<file path="config.mk">
export PLATFORM = sky130hd
export DESIGN_NAME = nibble_serial_addsub_seq
export DESIGN_NICKNAME = d
export VERILOG_FILES = /design/src/rtl/nibble_serial_addsub_seq_pkg.sv /design/src/rtl/nibble_serial_addsub_seq.sv
export SDC_FILE = /design/constraint.sdc
export NUM_CORES = 1
export LEC_CHECK = 0
export CAP_MARGIN = 20
export CORE_MARGIN = 8
export CORE_UTILIZATION = 50
export CTS_CLUSTER_DIAMETER = 30
export DETAILED_ROUTE_END_ITERATION = 6
export PLACE_DENSITY_LB_ADDON = 0.08
export SLEW_MARGIN = 5
export SYNTH_ARGS = -nofsm -noshare
export SYNTH_HDL_FRONTEND = slang
export SYNTH_SLANG_ARGS = --single-unit
</file>
<file path="constraint.sdc">
create_clock -name clk -period 3.53 [get_ports clk]
set_input_delay 0.8825 -clock clk [delete_from_list [all_inputs] [get_ports clk]]
set_output_delay 0.8825 -clock clk [all_outputs]
set_load 0.005 [all_outputs]
</file>
<file path="src/rtl/nibble_serial_addsub_seq_pkg.sv">
// Shared ALU definitions: sequencer state encoding, slice width and flag-vector layout.
// The flag indices are reused by the wider ALU flag logic.
package nibble_serial_addsub_seq_pkg;

    localparam int NIBBLE_W = 4;

    typedef enum logic [1:0] {
        IDLE = 2'd0,
        RUN  = 2'd1,
        DONE = 2'd2
    } state_t;

    localparam int FLAG_C     = 0;
    localparam int FLAG_V     = 1;
    localparam int FLAG_Z     = 2;
    localparam int FLAG_N     = 3;
    localparam int FLAG_COUNT = 4;

    function automatic logic [FLAG_COUNT-1:0] pack_flags(
        input logic c,
        input logic v,
        input logic z,
        input logic n
    );
        logic [FLAG_COUNT-1:0] f;
        f         = '0;
        f[FLAG_C] = c;
        f[FLAG_V] = v;
        f[FLAG_Z] = z;
        f[FLAG_N] = n;
        return f;
    endfunction

endpackage

</file>
<file path="src/rtl/nibble_serial_addsub_seq.sv">
// WIDTH-bit add/subtract sequenced through one external 4-bit add/sub slice, LSB nibble first.
// WIDTH must be a multiple of 4 and at least 8.
module nibble_serial_addsub_seq
    import nibble_serial_addsub_seq_pkg::*;
#(
    parameter int WIDTH = 16
) (
    input  logic             clk,
    input  logic             rst,
    input  logic             in_valid,
    output logic             in_ready,
    input  logic [WIDTH-1:0] in_a,
    input  logic [WIDTH-1:0] in_b,
    input  logic             in_mode,
    input  logic             in_cin,
    output logic [3:0]       slice_a,
    output logic [3:0]       slice_b,
    output logic             slice_mode,
    output logic             slice_cin,
    input  logic [3:0]       slice_s,
    input  logic             slice_cout,
    output logic             out_valid,
    input  logic             out_ready,
    output logic [WIDTH-1:0] out_result,
    output logic             out_c,
    output logic             out_v,
    output logic             out_z,
    output logic             out_n
);

    localparam int NIBBLES = WIDTH / NIBBLE_W;
    localparam int IDX_W   = (NIBBLES > 1) ? $clog2(NIBBLES) : 1;
    localparam logic [IDX_W-1:0] LAST_IDX = IDX_W'(NIBBLES - 1);

    state_t                r_state;
    logic [WIDTH-1:0]      r_a;
    logic [WIDTH-1:0]      r_b;
    logic                  r_mode;
    logic                  r_carry;
    logic [IDX_W-1:0]      r_idx;
    logic [WIDTH-1:0]      r_result;
    logic [FLAG_COUNT-1:0] r_flags;
    logic                  r_in_ready;
    logic                  r_out_valid;

    logic                  w_run;
    logic                  w_last;
    logic [NIBBLE_W-1:0]   w_a_nibs [NIBBLES];
    logic [NIBBLE_W-1:0]   w_b_nibs [NIBBLES];
    logic [WIDTH-1:0]      w_result_next;
    logic                  w_v_final;
    logic                  w_z_final;

    // Result nibble idx is replaced by the live slice sum; the rest are held.
    genvar gi;
    generate
        for (gi = 0; gi < NIBBLES; gi++) begin : g_nib
            assign w_a_nibs[gi] = r_a[gi*NIBBLE_W +: NIBBLE_W];
            assign w_b_nibs[gi] = r_b[gi*NIBBLE_W +: NIBBLE_W];
            assign w_result_next[gi*NIBBLE_W +: NIBBLE_W] =
                (r_idx == IDX_W'(gi)) ? slice_s : r_result[gi*NIBBLE_W +: NIBBLE_W];
        end
    endgenerate

    assign w_run  = (r_state == RUN);
    assign w_last = (r_idx == LAST_IDX);

    assign slice_a    = w_run ? w_a_nibs[r_idx] : '0;
    assign slice_b    = w_run ? w_b_nibs[r_idx] : '0;
    assign slice_mode = w_run & r_mode;
    assign slice_cin  = w_run & r_carry;

    // A^B^mode^S at the MSB recovers the carry into the top bit; xor with carry-out gives overflow.
    assign w_v_final = r_a[WIDTH-1] ^ r_b[WIDTH-1] ^ r_mode ^ slice_s[NIBBLE_W-1] ^ slice_cout;
    assign w_z_final = (w_result_next == '0);

    always_ff @(posedge clk) begin
        if (rst) begin
            r_state     <= IDLE;
            r_a         <= '0;
            r_b         <= '0;
            r_mode      <= 1'b0;
            r_carry     <= 1'b0;
            r_idx       <= '0;
            r_result    <= '0;
            r_flags     <= '0;
            r_in_ready  <= 1'b1;
            r_out_valid <= 1'b0;
        end else begin
            case (r_state)
                IDLE: begin
                    if (in_valid && r_in_ready) begin
                        r_a        <= in_a;
                        r_b        <= in_b;
                        r_mode     <= in_mode;
                        r_carry    <= in_cin;
                        r_idx      <= '0;
                        r_in_ready <= 1'b0;
                        r_state    <= RUN;
                    end
                end
                RUN: begin
                    r_result <= w_result_next;
                    r_carry  <= slice_cout;
                    if (w_last) begin
                        r_flags     <= pack_flags(slice_cout, w_v_final, w_z_final,
                                                  slice_s[NIBBLE_W-1]);
                        r_out_valid <= 1'b1;
                        r_state     <= DONE;
                    end else begin
                        r_idx <= r_idx + 1'b1;
                    end
                end
                DONE: begin
                    if (out_ready) begin
                        r_out_valid <= 1'b0;
                        r_in_ready  <= 1'b1;
                        r_state     <= IDLE;
                    end
                end
                default: begin
                    r_out_valid <= 1'b0;
                    r_in_ready  <= 1'b1;
                    r_state     <= IDLE;
                end
            endcase
        end
    end

    assign in_ready   = r_in_ready;
    assign out_valid  = r_out_valid;
    assign out_result = r_result;
    assign out_c      = r_flags[FLAG_C];
    assign out_v      = r_flags[FLAG_V];
    assign out_z      = r_flags[FLAG_Z];
    assign out_n      = r_flags[FLAG_N];

endmodule

</file>
==> flow_summary.toml <==
[placed_design]
post_dp_cell_area_mm2 = 0.00328
dp_cells = 431
place_ws_ns = 0.669
portBuffers = 74
hpwl_um = 4520
place.gp.congestion = 0.768

[setup_path]
r2r-start = "r_state[0]"
r2r_end = "r_flags[2]"
startpoint_type = "register"
cp.required_ns = 2.65
worst_setup_path_end_kind = "primary output"
r2r_cells = 5
path_class = "reg -> out"
arrival_ns = 2.17
r2r_slack_ns = 1.53
worstPathMaxFanout = 9

[yosys]
synth_area_per_cell_um2 = 8.27
ys_seq_area_share_pct = 47.3
yosysWarnings = 0
synth_cells = 307
synth_nets = 354
synth_cell_types = 30
syn-cell-area_mm2 = 0.00254
synth_seq_cells = 60

[sta]
finalSetupViolations = 0
tns_ns = 0
slew-limit-headroom_pct = 28.3
period_needed_ns = 3.06
fin_skew_ns = 0.00524
timing.fmax_mhz = 327
grt_setup_unrepaired = "no"
timing.final.crit_share_pct = 86.6
drv_slew = 0
worst_slack_ns = 0.474
hold_violations = 0
worst_pin_slew_ns = 1.08

[finish]
final_area_mm2 = 0.00351
area_growth_pct = 38.4
n_antenna_cell = 0
postLayoutCoreUtil_pct = 70.1
instances_no_fill = 448
fin_nets = 420
fillers = 456
drive_gt1_share_pct = 8.47

[route]
via_per_inst = 5.21
vias = 2333
firstDrtPassIters = 4
ant_nets = 0
drt-total-wl_um = 6570
wl_per_cell_um = 14.7
drc = 0
drt_first_iter_violations = 108

[floorplanning]
die-area_mm2 = 0.00761
core_area_mm2 = 0.00501
rows = 26
die_height_um = 87.3
ios = 75
die_w_um = 87.3
initial_utilization_pct = 50.7

[min_path]
hold_path_depth = 2
min-delay-start = "r_b[11]"
hold_class = "reg -> reg"
whs_endpoint = "r_b[11]"

[clock_network]
cts_resized = 0
clk_pin_slew_ns = 0.07
postCtsSetupBuffers = 0
root_buffer = "clkbuf_8"
clock_latency_ns = 0.34
cts_max_path_buffers = 2
clock_sinks = 60
cts_buffers = 9
cts-htree-levels = 3
cts_tree = "built"
postCtsHoldBufs = 0

[pwr]
power_leakage_uw = 0.00125
ir_worst_vdd_v = 0.000268
power.density_mw_per_mm2 = 451

[global_routing]
grt_max_degree = 61
antenna_found_initial = 0
grt_pass1_wl_um = 10400
gr-total-overflow = 0
track_usage_pct = 17.6
grt_pass1_vias = 2269

[flow_run]
maxCapViolations = 0

[status]
status = "complete, no violations"
power by group:
part	switching, uW	internal [uW]	total [uW]
registers	23.2	710	733
clock network	272	362	635
logic	98.9	117	216
total	394	1190	1580
synthesized netlist by cell type (all sizes together):
library cell	number	share of area, %
buf	12	2.5
xnor3	1	0.89
nand2	100	15
nor4	4	0.99
nor3b	1	0.30
xnor2	1	0.35
nor3	2	0.39
a22oi	1	0.30
and4bb	1	0.49
xor2	1	0.35
clkbuf	11	1.6
a311oi	1	0.35
mux4	8	7.1
or2b	1	0.30
o21ai	2	0.39
o22ai	2	0.49
ha	4	2.0
or3	2	0.49
nand3	12	2.4
mux2	1	0.44
and2	11	2.7
nor2	6	0.89
a21oi	57	11
dfxtp	60	47
nand2b	1	0.25
inv	3	0.44
nor2b	1	0.25
worst max-delay path, cell delays in order, from the launching register on:
cell	delay (ns)
dfxtp_1	0.44
buf_4	0.26
mux4_2	0.51
and2_1	0.18
clkdlybuf4s50_1	0.44
sequential cells by signal (all words and copies together) (netlist names):
name	count
out_result	16
r_a	16
r_b	16
r_flags	4
r_idx	2
r_state	2
in_ready	1
out_valid	1
r_carry	1
r_mode	1
metrics by stage:
stage               power (uW)  hold slack (ns)
floorplan                  863            0.433
global placement           953            0.441
detailed placement         958            0.444
CTS                       1590            0.454
global route              1640            0.468
finish                    1580            0.452
how the worst max path moves through the flow:
stage / from / to / slack, ns
6_report: r_idx[0] / slice_a[0] / 0.47
5_1_grt: r_idx[0] / slice_a[3] / 0.38
4_1_cts: r_idx[0] / slice_a[0] / 0.45
3_5_place_dp: in_valid / r_carry / 0.67
3_3_place_gp: in_valid / r_carry / 0.78
2_1_floorplan: r_idx[0] / slice_b[3] / 1.33
cell families after synthesis:
| group | Yosys count | share of synthesized area (%) |
|---|---|---|
| and+or+nand+nor | 142 | 24.3 |
| muxes | 9 | 7.54 |
| buffers and inverters | 26 | 4.53 |
| DFF | 60 | 47.3 |
| adders and majority gates | 4 | 1.97 |
| AOI/OAI and AO/OA | 63 | 12.8 |
| xor gates and xnor gates | 3 | 1.58 |
layout make-up:
cell class	count	area [um^2]	area share (%)
clock buffer	12	155	4.42
clock inverter	4	47.5	1.35
inverter	3	11.3	0.321
multi-input combinational	221	1220	34.9
sequential	60	1200	34.2
tap	70	87.6	2.49
timing repair buffer	78	786	22.4
per-layer routing:
| metal | wire (um) | vias to the layer above | GRT usage (%) | part of all wire [%] |
|---|---|---|---|---|
| met5 | 0 | - | 0 | 0 |
| met4 | 112 | 0 | 9.22 | 1.7 |
| met3 | 501 | 13 | 6.23 | 7.6 |
| met2 | 3140 | 84 | 27.3 | 48 |
| met1 | 2820 | 1080 | 20.8 | 43 |
| li1 | - | 1156 | - | - |
placed cells by master, fill, tap and decap left out:
cell type	instances
and4bb_2	1
buf_2	1
buf_4	3
or3_1	2
bufinv_16	1
mux2_2	1
mux4_2	8
buf_16	1
xnor3_1	1
inv_1	3
o21ai_0	2
xnor2_1	1
nor2b_2	1
and2_0	1
o22ai_1	2
nand2_2	1
or2b_1	1
nor4_1	4
nand2_1	99
and2_1	10
ha_1	4
clkdlybuf4s50_1	73
nor2_1	6
clkinvlp_4	1
dfxtp_1	60
clkinv_2	2
clkbuf_8	11
nor3_1	2
nand3_1	12
clkbuf_1	1
a21oi_1	57
a311oi_1	1
a22oi_1	1
nor3b_1	1
nand2b_1	1
xor2_1	1
Power figures use the tool's default switching activity.
